[src/rtl/dcm_sp_pkg.sv]
// Shared widths, status bit positions and parameter-legality helper for dcm_sp.
package dcm_sp_pkg;

  localparam int ACC_W  = 6;
  localparam int LOCK_W = 8;

  localparam int ST_PARAM_ERR = 0;
  localparam int ST_RSVD1     = 1;
  localparam int ST_RSVD2     = 2;

  localparam int FX_MAX = 32;

  // M/D pair is usable only when 1 <= M <= D <= FX_MAX
  function automatic logic params_legal(input int m, input int d);
    return (m >= 1) && (m <= d) && (d <= FX_MAX);
  endfunction

endpackage

[src/rtl/frac_accum.sv]
// Fractional-rate strobe generator: emits M one-cycle strobes every D enabled
// cycles using a modulo-D phase accumulator. Held at phase 0 while disabled.
module frac_accum
  import dcm_sp_pkg::*;
#(
  parameter int M = 25,
  parameter int D = 32
) (
  input  logic             clk,
  input  logic             rst_n,
  input  logic             en,
  output logic             strobe,
  output logic [ACC_W-1:0] acc
);

  localparam logic [ACC_W-1:0] M_V = ACC_W'(M);
  localparam logic [ACC_W-1:0] D_V = ACC_W'(D);

  // acc < D <= 32 and M <= 32, so the sum never exceeds 63 for legal sets
  logic [ACC_W-1:0] sum;
  assign sum = acc + M_V;

  // Phase update: wrap by D and flag the wrap as a strobe
  always_ff @(posedge clk or negedge rst_n) begin
    if (!rst_n) begin
      acc    <= '0;
      strobe <= 1'b0;
    end else if (!en) begin
      acc    <= '0;
      strobe <= 1'b0;
    end else if (sum >= D_V) begin
      acc    <= sum - D_V;
      strobe <= 1'b1;
    end else begin
      acc    <= sum;
      strobe <= 1'b0;
    end
  end

endmodule

[src/rtl/dcm_sp.sv]
// Behavioural clock-manager stand-in: CLK0 pass-through, lock timer and a
// fractional clock-enable strobe on CLKFX for pixel-rate logic to gate on.
module dcm_sp
  import dcm_sp_pkg::*;
#(
  parameter int CLKFX_MULTIPLY = 25,
  parameter int CLKFX_DIVIDE   = 32,
  parameter int LOCK_CYCLES    = 16
) (
  input  logic       CLKIN,
  input  logic       RST_N,
  input  logic       CLKFB,
  output logic       CLK0,
  output logic       CLKFX,
  output logic       LOCKED,
  output logic [2:0] STATUS
);

  localparam logic              LEGAL    = params_legal(CLKFX_MULTIPLY, CLKFX_DIVIDE);
  localparam logic [LOCK_W-1:0] LOCK_TGT = LOCK_W'(LOCK_CYCLES);

  logic [LOCK_W-1:0] lock_cnt;
  logic [ACC_W-1:0]  acc;

  // Feedback exists only for port compatibility with the vendor primitive
  logic unused_fb;
  assign unused_fb = CLKFB;

  assign CLK0 = CLKIN;

  always_comb begin
    STATUS               = '0;
    STATUS[ST_PARAM_ERR] = ~LEGAL;
    STATUS[ST_RSVD1]     = 1'b0;
    STATUS[ST_RSVD2]     = 1'b0;
  end

  // Lock timer: count up to LOCK_CYCLES, raise LOCKED on that edge, then hold
  always_ff @(posedge CLKIN or negedge RST_N) begin
    if (!RST_N) begin
      lock_cnt <= '0;
      LOCKED   <= 1'b0;
    end else if (LEGAL && (lock_cnt < LOCK_TGT)) begin
      lock_cnt <= lock_cnt + 1'b1;
      if (lock_cnt == LOCK_TGT - 1'b1)
        LOCKED <= 1'b1;
    end
  end

  frac_accum #(
    .M (CLKFX_MULTIPLY),
    .D (CLKFX_DIVIDE)
  ) u_fx (
    .clk    (CLKIN),
    .rst_n  (RST_N),
    .en     (LOCKED),
    .strobe (CLKFX),
    .acc    (acc)
  );

endmodule

[config.mk]
export PLATFORM = sky130hd
export DESIGN_NAME = dcm_sp
export DESIGN_NICKNAME = d
export VERILOG_FILES = /design/src/rtl/dcm_sp_pkg.sv /design/src/rtl/frac_accum.sv /design/src/rtl/dcm_sp.sv
export SDC_FILE = /design/constraint.sdc
export NUM_CORES = 1
export LEC_CHECK = 0
export ABC_CLOCK_PERIOD_IN_PS = 1600
export CAP_MARGIN = 0
export CORE_AREA = 2 2 39 41
export CTS_BUF_LIST = sky130_fd_sc_hd__clkbuf_8
export DETAILED_ROUTE_END_ITERATION = 16
export DIE_AREA = 0 0 41 43
export PLACE_DENSITY = 0.73
export SLEW_MARGIN = 20
export SYNTH_ARGS = -nofsm -noshare
export SYNTH_HDL_FRONTEND = slang
export SYNTH_SLANG_ARGS = --single-unit
[constraint.sdc]
create_clock -name CLKIN -period 1.6 [get_ports CLKIN]
set_input_delay 0.4 -clock CLKIN [delete_from_list [all_inputs] [get_ports CLKIN]]
set_output_delay 0.4 -clock CLKIN [all_outputs]
set_load 0.1 [all_outputs]
======== Word level (Yosys, flattened, before mapping) ========
Index checks and enable logic that the tools add are counted.
storage, ports and cells
  register bits after elaboration ......... 16
  output and inout port bits .............. 6
cells by class
  $add $sub $neg .......................... 3
  multiplexer cells ....................... 4
  magnitude comparators ................... 2
  equality and inequality tests ........... 1
  reductions and logical operators ........ 1
operator list
  kind                 count
  $mux 6               2
  $add 8x1->8 const B  1
  $eq 8x4->1 const B   1
  $lt 8x5->1 const B   1
  $add 6x5->6 const B  1
  $ge 6x6->1 const B   1
  $sub 6x6->6 const B  1
  $mux 1               2
  $reduce_and 2->1     1

======== Logic depth before layout (Yosys ltp) ========
Gate-level depths: netlist of run 1.
  depth in word-level cells ............... 4
  mapped depth ............................ 4
  mapped depth without buffers ............ 4

======== Modules after synthesis ========
A second synthesis of run 1 with hierarchy kept.
second synthesis, totals
  cell total of the unflattened synthesis .. 49
  area total of the unflattened synthesis .. 660.6 um^2
by module, submodules not included
  module      cells an instance  instances  area each (um^2)
  dcm_sp      27                 1          371.6
  frac_accum  22                 1          289.0

==> out/summary.md, run 1 <==
Yosys instantiated no cell more often than dfrtp_1. For this run, the slowest stage of the critical path takes 0.15 ns. Setup violations remaining at the end of the flow were counted as 0.

The number of buffers added on ports is 4, and the DRC violations left is 0. For this block, the routed nets add up to 853 um of wire. Across all register-to-register paths, the minimum setup slack is 0.27 ns.

Counting every instance in the synthesized netlist gives 48. The tools report the via count of the first global-routing pass as 350. The worst setup path category was clk2out. On the critical path, the stage with the largest delay is an instance of buf_12. The first routing iteration left 2 violations.

Summed over all failing endpoints, the final setup total negative slack is 0 ns. The congestion estimate from routability-driven global placement came to 0.651. The commonest cells after synthesis are dfrtp_1 (16), and2_1 (5), buf_4 (4), xor2_1 (4), xnor2_1 (3). The first global-routing pass estimated 1560 um of wire. The number of nets in the finished design is 61, and the synthesized area per cell is 13.6 um2. Clock latency on the worst-skew pair: 0.35 ns. The synthesized design contains 0 enable-type register cells. The run finished with clean final reports. Relative to the synthesized area, the layout overhead comes to 20.7%. The maximum VDD drop was 1.76 mV. Final max-slew violation count: 0. Setup repair after global routing left no endpoint under its margin. The final design utilization is 56.9%. The clock skew after layout was 0.00109 ns.

The die is 41 um wide. The worst register-to-register path begins at lock_cnt[6]. The floorplan step set the die height to 43 um. Together, buffers and inverters on the worst path number 2.

Across the run, the number of max-cap violations was 0. After clock tree synthesis, the clock-pin slew on the worst setup and hold paths is 0.06 ns. The number of top-level design ports is 9.

The cell taking the most area after synthesis was dfrtp_1. The post-route antenna net violation count came out at 0. The xor-xnor portion of the synthesized cell area works out to 9.40%. Sequential cells were found to cover 61.4% of the synthesized design area.

The number of vias per cell after detailed routing is 4.90, and the routed wire length per instance is 12.2 um. In this run the power spent charging and discharging nets is 0.000414 W. The first detailed-routing pass took 2 iterations.

The synthesized netlist contains 18 unique library cells. The number of hold violations in the final report is 0. Data on the critical path is required at its endpoint by 1.20 ns.

The repair_antennas step left the layout with diodes totalling 0. Summing all placed instances gives a cell area of 708 um2. Of all flip-flops after synthesis, the portion carrying an async set or reset was 100%. The type of element capturing the critical path was an output pin. For the worst flop-to-flop path, the logic depth is 2. Initial antenna violation count: 0. The run gives 0 as the count of warnings emitted by yosys. The endpoint identified for the worst register-to-register timing path is lock_cnt[1].

Summed over all cells, the static leakage comes to 0.360 nW. The basic-gate share of the synthesized area counting and, or, nand and nor cells works out to 11.3%. The share of total power in the clock network is 61.1%, and the effective utilization at floorplan is 47.1%.

After routing the design area is 787 um2. Entering global routing, the biggest net connects 17 pins. The routed layout has 343 vias. Summed over all layers, the global routing overflow is 0.

Cells with a size suffix above 1 make up 20.4% of the layout. The signal on the critical path passes through clkbuf_8 > buf_12. Area of the die: 0.00176 mm2. Sequential cells account for 33.9% of the total power.

Of the post-synthesis cell area, the dominant cell type holds 61.4%. The all-layer global routing usage came out at 14.9%. For the placement-stage worst setup slack, the log shows -0.540 ns. Combinational cells account for 4.9% of the total power. In this run, synthesis produced a sequential element count of 16.

Most used flip-flop cell after synthesis: dfrtp_1. After synthesis, the cell types taking the most area are dfrtp_1 (61%), xor2_1 (5.4%), and2_1 (4.8%). The run gives 1.07 ns as the data arrival time at the worst-slack endpoint. Summing the areas of all fa, ha and maj instances in the mapped netlist gives 3.84% of the synthesized area. In this run the worst hold path is classified as in2async. The cell row count is 14, and the floorplan core area is 0.00138 mm2. TritonCTS built the clock tree. The internal portion of total power is 0.000792 W, and the maximum net fanout on the critical path is 2.

The cell area after synthesis was 652 um2. The switching fraction of total power came out at 34.3%. By area, the combinational part of the netlist is dominated by simple AND/OR/NAND/NOR gates.

The synthesized-area fraction occupied by ao, oa, aoi and oai cells came out at 5.18%. Broken down by cell family, the worst path's largest delay share belongs to buffers and inverters. The smallest setup slack after layout is 0.129 ns, and the detailed placer's ending HPWL is 579 um. Dividing total power by cell area gives a power density of 1530 mW/mm2. The mux share of post-synthesis cell area is 1.73%. The worst setup path is launched from a clock port.
[state kept, by name, indices dropped and copies added (netlist names)]
signal	cells
u_fx.acc	6
lock_cnt	8
u_fx.strobe	1
LOCKED	1
[through the flow]
step / total power [W] / cells / hold WS, ns
after global routing: 0.00126 / 70 / 0.389
final: 0.00121 / 70 / 0.376
after global placement: 0.000721 / 65 / 0.420
after detailed placement: 0.000721 / 65 / 0.424
after floorplan: 0.000699 / 51 / 0.104
after CTS: 0.00122 / 70 / 0.377
[cells by family after synthesis]
| group | count (synthesis) |
|---|---|
| flops | 16 |
| simple gates | 10 |
| xor+xnor | 7 |
| buf+inv | 7 |
| compound gates | 4 |
| fa+ha+maj | 2 |
| other cells | 1 |
| mux | 1 |
[power by group through the flow]
stage	registers [W]	logic (W)	clock network (W)
2_1_floorplan	0.000425	0.0000381	0.000236
3_3_place_gp	0.000416	0.0000596	0.000245
3_5_place_dp	0.000416	0.0000597	0.000245
4_1_cts	0.000409	0.0000598	0.000752
5_1_grt	0.000409	0.0000631	0.000787
6_report	0.000409	0.0000593	0.000737
[cells in the final DEF, fill, tap and decap left out, drive strengths merged]
| cell type | synthesis | layout |
|---|---|---|
| nand2 | 1 | 1 |
| buf | 5 | 4 |
| clkdlybuf4s50 | 0 | 1 |
| a41o | 2 | 2 |
| and2 | 5 | 5 |
| xnor2 | 3 | 3 |
| a21oi | 1 | 1 |
| ha | 2 | 2 |
| clkbuf | 2 | 5 |
| nor4 | 1 | 1 |
| dfrtp | 16 | 16 |
| a311oi | 1 | 1 |
| nor2b | 1 | 1 |
| nand4 | 1 | 1 |
| conb | 1 | 4 |
| xor2 | 4 | 4 |
| mux2 | 1 | 1 |
| nand3 | 1 | 1 |
[how the worst max path moves through the flow]
stage / end / start / depth (start not counted) / slack, ns
after floorplan: CLK0 / CLKIN / 1 / 0.19
after global placement: CLK0 / CLKIN / 1 / -0.54
after detailed placement: CLK0 / CLKIN / 1 / -0.54
after CTS: CLK0 / CLKIN / 2 / 0.13
after global routing: LOCKED / LOCKED / 1 / 0.07
final: CLK0 / CLKIN / 2 / 0.13
[what timing repair did]
action	in CTS	in global routing
buffers inserted	0	0
gates resized for setup	9	0
setup endpoints to repair	1	0
hold endpoints to repair	0	0
hold buffers	0	0
[layout make-up]
cell class / count / area, um2
Sequential cell: 16 / 400
Timing Repair Buffer: 4 / 57.6
Tap cell: 16 / 20.0
Fill cell: 118 / 597
Clock buffer: 6 / 88.8
Multi-Input combinational cell: 28 / 220
[metal layers]
layer	global-route usage, %	wire length (um)	vias up
met5	0	0	-
met1	19.1	431	172
met3	9.95	35	0
met2	16.3	386	8
li1	-	-	163
met4	12.7	0	0
[worst register-to-register path, delay by kind of cell, from the launching register on]
kind             cells  cell delay [ns]
flip-flops           1             0.40
multiplexers         1             0.38
AND/OR/NAND/NOR      1             0.44
(Power assumes the default switching activity.)
==> inputs of run 2 (changes only) <==
--- a/config.mk
+++ b/config.mk
@@ -9,6 +9,7 @@
 export CAP_MARGIN = 0
 export CORE_AREA = 2 2 39 41
 export CTS_BUF_LIST = sky130_fd_sc_hd__clkbuf_8
+export CTS_CLUSTER_SIZE = 24
 export DETAILED_ROUTE_END_ITERATION = 16
 export DIE_AREA = 0 0 41 43
 export PLACE_DENSITY = 0.73
==> results of run 2 <==
Same layout as run 1: the final DEF is identical, and so are final timing and power.
